$ cat src/rtl/srambank_rmw_ctrl.sv
// Request front-end for a 256x40 synchronous SRAM bank: reads, full writes and
// byte-masked writes (done as read-modify-write), with a registered read response port.
module srambank_rmw_ctrl #(
  parameter int AW = 8,
  parameter int DW = 40,
  parameter int NB = DW / 8
) (
  input  logic          clk_i,
  input  logic          reset_i,
  input  logic          req_valid_i,
  output logic          req_ready_o,
  input  logic          req_write_i,
  input  logic [AW-1:0] req_addr_i,
  input  logic [DW-1:0] req_wdata_i,
  input  logic [NB-1:0] req_wmask_i,
  output logic          rsp_valid_o,
  input  logic          rsp_ready_i,
  output logic [DW-1:0] rsp_rdata_o,
  output logic [AW-1:0] bank_addr_o,
  output logic [DW-1:0] bank_wd_o,
  output logic          bank_sel_o,
  output logic          bank_read_o,
  output logic          bank_write_o,
  input  logic [DW-1:0] bank_dataout_i,
  output logic          busy_o
);

  typedef enum logic [1:0] {IDLE, RD_DATA, RMW_WR} state_t;

  state_t        state_q, state_d;
  logic [AW-1:0] addr_q, addr_d;
  logic [DW-1:0] wdata_q, wdata_d;
  logic [NB-1:0] mask_q, mask_d;
  logic          rsp_valid_q, rsp_valid_d;
  logic [DW-1:0] rsp_rdata_q, rsp_rdata_d;
  logic [DW-1:0] merged;
  logic          accept;
  logic          bank_read, bank_write;
  logic [AW-1:0] bank_addr;
  logic [DW-1:0] bank_wd;

  // Merge the latched write bytes over the word just read back from the bank.
  for (genvar gi = 0; gi < NB; gi++) begin : g_merge
    assign merged[8*gi +: 8] = mask_q[gi] ? wdata_q[8*gi +: 8] : bank_dataout_i[8*gi +: 8];
  end

  assign req_ready_o = (state_q == IDLE) & (~rsp_valid_q | rsp_ready_i);
  assign accept      = req_valid_i & req_ready_o;

  always_comb begin
    state_d    = state_q;
    addr_d     = addr_q;
    wdata_d    = wdata_q;
    mask_d     = mask_q;
    bank_read  = 1'b0;
    bank_write = 1'b0;
    bank_addr  = '0;
    bank_wd    = '0;
    unique case (state_q)
      IDLE: begin
        if (accept) begin
          if (!req_write_i) begin
            bank_read = 1'b1;
            bank_addr = req_addr_i;
            state_d   = RD_DATA;
          end else if (&req_wmask_i) begin
            bank_write = 1'b1;
            bank_addr  = req_addr_i;
            bank_wd    = req_wdata_i;
          end else if (|req_wmask_i) begin
            bank_read = 1'b1;
            bank_addr = req_addr_i;
            addr_d    = req_addr_i;
            wdata_d   = req_wdata_i;
            mask_d    = req_wmask_i;
            state_d   = RMW_WR;
          end
        end
      end
      RD_DATA: state_d = IDLE;
      RMW_WR: begin
        bank_write = 1'b1;
        bank_addr  = addr_q;
        bank_wd    = merged;
        state_d    = IDLE;
      end
      default: state_d = IDLE;
    endcase
  end

  // Response register: a fresh read result takes priority over a handshake clear.
  always_comb begin
    rsp_valid_d = rsp_valid_q;
    rsp_rdata_d = rsp_rdata_q;
    if (rsp_valid_q && rsp_ready_i) rsp_valid_d = 1'b0;
    if (state_q == RD_DATA) begin
      rsp_valid_d = 1'b1;
      rsp_rdata_d = bank_dataout_i;
    end
  end

  always_ff @(posedge clk_i) begin
    if (reset_i) begin
      state_q     <= IDLE;
      addr_q      <= '0;
      wdata_q     <= '0;
      mask_q      <= '0;
      rsp_valid_q <= 1'b0;
      rsp_rdata_q <= '0;
    end else begin
      state_q     <= state_d;
      addr_q      <= addr_d;
      wdata_q     <= wdata_d;
      mask_q      <= mask_d;
      rsp_valid_q <= rsp_valid_d;
      rsp_rdata_q <= rsp_rdata_d;
    end
  end

  // Reset forces the bank pins quiet so an in-flight RMW write is dropped.
  assign bank_read_o  = bank_read & ~reset_i;
  assign bank_write_o = bank_write & ~reset_i;
  assign bank_addr_o  = reset_i ? '0 : bank_addr;
  assign bank_wd_o    = reset_i ? '0 : bank_wd;
  assign bank_sel_o   = bank_read_o | bank_write_o;
  assign rsp_valid_o  = rsp_valid_q;
  assign rsp_rdata_o  = rsp_rdata_q;
  assign busy_o       = (state_q != IDLE);

endmodule

$ cat config.mk
export PLATFORM = sky130hd
export DESIGN_NAME = srambank_rmw_ctrl
export DESIGN_NICKNAME = d
export VERILOG_FILES = /design/src/rtl/srambank_rmw_ctrl.sv
export SDC_FILE = /design/constraint.sdc
export NUM_CORES = 1
export LEC_CHECK = 0
export ABC_AREA = 1
export CAP_MARGIN = 20
export CORE_ASPECT_RATIO = 1.25
export CORE_UTILIZATION = 45
export DETAILED_ROUTE_END_ITERATION = 10
export PLACE_DENSITY_LB_ADDON = 0.05
export SLEW_MARGIN = 0
export SYNTH_ARGS = -nofsm -noshare
export SYNTH_HDL_FRONTEND = slang
export SYNTH_SLANG_ARGS = --single-unit
export TNS_END_PERCENT = 20
$ cat constraint.sdc
create_clock -name clk_i -period 2 [get_ports clk_i]
set_input_delay 0.4 -clock clk_i [delete_from_list [all_inputs] [get_ports clk_i]]
set_output_delay 0.4 -clock clk_i [all_outputs]
set_load 0.1 [all_outputs]
== Word-level counts from Yosys, hierarchy flattened ==
Index checks and enable logic that the tools add are counted.
Storage, ports and cells
  bits in registers: 96
  output and inout bits: 94
Cells by class
  equal/unequal tests: 4
  muxes and demuxes: 30
  bitwise logic cells: 10
  reduce and logical (&&, ||, !) cells: 9
Operator list (number)
  $mux 40: 4
  $mux 8: 10
  $pmux 40 s2: 1
  $pmux 8 s2: 1
  $mux 1: 10
  $reduce_and 5->1: 2
  $mux 2: 3
  $reduce_or 5->1: 1
  $and 1x1->1: 4
  $not 1->1: 4
  $reduce_bool 2->1: 2
  $reduce_and 3->1: 1
  $eq 2x1->1 const B: 1
  $eq 2x2->1 const B: 1
  $logic_not 2->1: 1
  $ne 2x1->1 const B: 1
  $ne 2x2->1 const B: 1
  $or 1x1->1: 2
  $pmux 1 s2: 1
  $reduce_or 2->1: 1
  $logic_and 1x1->1: 1

== Logic depth before layout (Yosys ltp) ==
  depth in word-level cells: 8
  depth in mapped cells: 9
  depth with buffers taken out: 8

== Worst setup path after synthesis ==
No wires, ideal clock.
  path type: reg-to-output
  start point: register rsp_valid_q, in the netlist rsp_valid_o
  end point: output port bank_addr_o[0]
  data arrival time: 2.912 ns
  slack: -1.312 ns
  stages on the path, launching flop included: 7
  path through: dfxtp_1 -> nand2_1 -> nand3_1 -> inv_2 -> buf_2 -> nand3_1 -> a21oi_1
On the way
  word-level cells in the longest chain between the ends: 7
RTL lines
  from (decl): line 34  | logic rsp_valid_q, rsp_valid_d;
  from (signal assigned): line 115  | rsp_valid_q <= rsp_valid_d;
  $not 1->1: line 47  | assign req_ready_o = (state_q == IDLE) & (~rsp_valid_q | rsp_ready_i);
  $or 1x1->1: line 47
  $and 1x1->1: line 47
  $and 1x1->1: line 48  | assign accept = req_valid_i & req_ready_o;
  $mux 8: line 61  | if (accept) begin
  $pmux 8 s2: line 59  | unique case (state_q)
  $mux 8: line 123  | assign bank_addr_o = reset_i ? '0 : bank_addr;
  to (decl): line 19  | output logic [AW-1:0] bank_addr_o,
No other way between the ends.

== Final worst setup path ==
  start point: register state_q[1]
  end point: output port bank_wd_o[14]
On the way
  word-level cells in the longest chain between the ends: 6
RTL lines
  from (decl): line 30  | state_t state_q, state_d;
  from (signal assigned): line 111  | state_q <= state_d;
  $logic_not 2->1: line 47, 59
  $and 1x1->1: line 47
  $and 1x1->1: line 48
  $mux 40: line 61
  $pmux 40 s2 *: line 59
  $mux 40 *: line 124  | assign bank_wd_o = reset_i ? '0 : bank_wd;
  to (decl): line 20  | output logic [DW-1:0] bank_wd_o,
Mark *: on every way between the ends. The rest lies on a longest branch, timed or not.

==> metrics.md <==
| Metric | Value |
|---|---|
| WP data arrival | `approximately 1800 ps` |
| Synth top area share | `37.6%` |
| DRC Markers | `0` |
| FFs w/ async S/R, synth | `0%` |
| Area grow syn2layout | `86.6%` |
| P_leak | `~3.8 nW` |
| Average size of a mapped cell | `6.27 um^2` |
| Startpoint class of the critical path | `register` |
| Routed len/inst | `approximately 18 um` |
| Share of cells above drive strength 1 | `a little over a third` |
| Setup_tns | `-5820 ps` |
| Die Y | `121 um` |
| Fillers | `605` |
| Largest area contributor in the netlist | `dfxtp_1` |
| Post-DP Area | `8260 um^2` |
| First DRT Iteration DRCs | `approximately 300` |
| H-tree depth | `3` |
| Setup WS pre-CTS | `-449 ps` |
| Dpl cells | `approximately 1100` |
| Aggregate routed wire length | `between 20 and 25 mm` |
| Synth Register Bits | `96` |
| Seq/Total Area, Yosys | `about 38%` |
| Pwr Total | `roughly 6 mW` |
| Max Clock Skew | `about 4 ps` |
| Max Cap Viol | `0` |
| RSZ-0062 raised after global routing | `true` |
| Crit Path Class | `register to primary output` |
| Outcome | `finished with violations` |
| Final Hold Viols | `0` |
| Worst-Skew Late Latency | `approximately 340 ps` |
| Core footprint | `11100 um^2` |
| EDFF count, synth | `0` |
| Total gr overflow | `0` |
| Vias per cell | `5.52` |
| Cell variety after synth | `20` |
| DRT Pass-1 Iters | `5` |
| Clock sink count | `96` |
| Synth Instances | `slightly above 800` |
| Top FF cell, synth | `dfxtp_1` |
| FMAX | `approximately 460 MHz` |
| Non-Filler Instances | `approximately 1200` |
| DP HPWL | `12.3 mm` |
| Violations in the final reports | `negative setup slack` |
| GRT Total Usage | `32.1%` |
| Share of the cycle needed by the critical path after routing | `108%` |
| Final net count | `about 1100` |
| CTS tree | `yes` |
| Worst EP required | `1600 ps` |
| Number of buffers created by CTS | `9` |
| Worst Max-Slew Pin Slew | `447 ps` |
| Largest net degree at the start of global routing | `95` |
| Count leader, synth | `nor2_1` |
| Hold Path Class | `register to register` |
| # setup viols final | `51` |
| Slew margin rel. | `a little over two thirds` |
| Vias in the first global route | `6105` |
| Antenna viol nets, final | `0` |
| Max VDD drop | `roughly 0.5 mV` |
| Final WS setup | `-166 ps` |
| Synth top area cells | `dfxtp_1 38%, nor2_1 20%, nand3_1 10%` |
| Hold Buf Count CTS | `0` |
| Row count | `43` |
| I/O pins | `approximately 190` |
| Synth warn | `0` |
| Minimum clock period | `~2200 ps` |
| Global-route wire length before repair | `30.3 mm` |
| Commonest cells in the netlist | `272 x nor2_1, 105 x nand3_1, 96 x dfxtp_1` |
| CP Max Fanout | `17` |
| Crit. End Element | `primary output` |
| Routability cong. | `around 0.84` |
| DR vias | `around 6400` |
| CTS Root Buffer Type | `clkbuf_16` |
| Clk slew on worst S/H paths | `60 ps` |
| Initial antenna violation count | `0` |
| CTS max path bufs | `2` |
| # port buffers | `~190` |
| Die area | `~12000 um^2` |
| Synth Net Count | `912` |
| Power Density | `648 nW/um^2` |
| Count of pins over their slew limit | `0` |
| Design Area, Final | `roughly 9500 um^2` |
| Number of diodes | `0` |
| Initial Utilization | `a little under half` |
| Syn Std Cell Area | `~5000 um^2` |
| DIE WIDTH | `around 97 um` |
-- cell type report --
class | instances | area (um^2) | area share, %
Timing Repair Buffer | 251 | 3150 | 33.1
Inverter | 69 | 285 | 3.00
Clock buffer | 12 | 268 | 2.81
Clock inverter | 2 | 37.5 | 0.394
Multi-Input combinational cell | 592 | 3680 | 38.6
Sequential cell | 96 | 1930 | 20.3
Tap cell | 135 | 169 | 1.77
-- flip-flops by register name, indices dropped and copies added, names as in the netlist --
name         count
state_q          2
rsp_rdata_o     40
addr_q           8
mask_q           5
rsp_valid_o      1
wdata_q         40
-- path summary, 6_finish.rpt --
check                               startpoint                            to  slack [ps]  depth (start not counted)
setup reg to reg       state_q[0]$_SDFFE_PP0P_       wdata_q[6]$_SDFFE_PP0P_         360                          9
hold / removal    rsp_rdata_o[16]$_SDFFE_PP0P_  rsp_rdata_o[16]$_SDFFE_PP0P_         490                          2
setup / recovery       state_q[1]$_SDFFE_PP0P_                 bank_wd_o[14]        -170                          8
hold reg to reg   rsp_rdata_o[16]$_SDFFE_PP0P_  rsp_rdata_o[16]$_SDFFE_PP0P_         490                          2
-- where the power goes --
| part | switching, mW | leakage (nW) | internal, mW | total [mW] |
|---|---|---|---|---|
| Combinational | 1.47 | 2.82 | 0.734 | 2.21 |
| Sequential | 0.111 | 0.791 | 2.07 | 2.18 |
| Clock | 0.720 | 0.146 | 1.07 | 1.79 |
-- cell families (layout without fill, tap and decap cells) --
group                  after synthesis  count (layout)  share of synthesized area [%]
AND/OR/NAND/NOR                    462             462                           37.6
AO/OA/AOI/OAI                      130             130                           12.7
buffers and inverters              126             334                           12.0
flip-flops                          96              96                           37.6
-- metal layers --
layer  vias to the layer above  GRT usage, %  routed length (um)
met4                         0          17.3                 989
met2                       314          58.7               10600
met3                        73          4.38                1570
li1                       3000             -                   -
met5                         -             0                   0
met1                      2995          36.2                7380
-- per-stage QoR --
step	hold slack [ps]	utilization, %
2_1_floorplan	449	-
3_3_place_gp	460	74.5
3_5_place_dp	472	74.5
4_1_cts	486	82.7
5_1_grt	507	85.9
6_report	486	85.9
-- what timing repair did --
action | 4_1_cts | 5_1_grt
gates resized for setup | 96 | 108
endpoints found under the setup margin | 51 | 51
gates cloned | 6 | 4
pin swaps | 28 | 39
setup buffers | 11 | 2
-- cell usage in the layout, fill, tap and decap left out, types with 2 or more instances in the layout --
cell             netlist  final
a21oi_4                0     48
buf_12                 0     73
buf_16                 0      2
buf_2                 17      2
buf_4                  6     75
buf_6                 13      2
buf_8                  0      2
clkbuf_16              0     13
clkdlybuf4s50_1        0     88
clkinvlp_4             0      4
dfxtp_1               96     92
dfxtp_2                0      2
dfxtp_4                0      2
dlygate4sd2_1          0      2
inv_1                 65     60
inv_2                  4      4
nand2_1               76     70
nand2_2                1      2
nand2_4                0      5
nand3_1              105     58
nand3_2                0     37
nand3_4                0     10
nor2_1               272    243
nor2_2                 0     27
nor2_4                 4      6
o21ai_0               52     42
o21ai_1               29      4
o21ai_2                0     35
-- critical path, stage by stage (launching register included) --
cell     delay (ps)
dfxtp_2         370
inv_2            60
nor2_4          150
inv_4            90
buf_12          170
nor2_2          100
o21ai_2          80
a21oi_4         200
buf_12          190
Power figures use the tool's default switching activity.
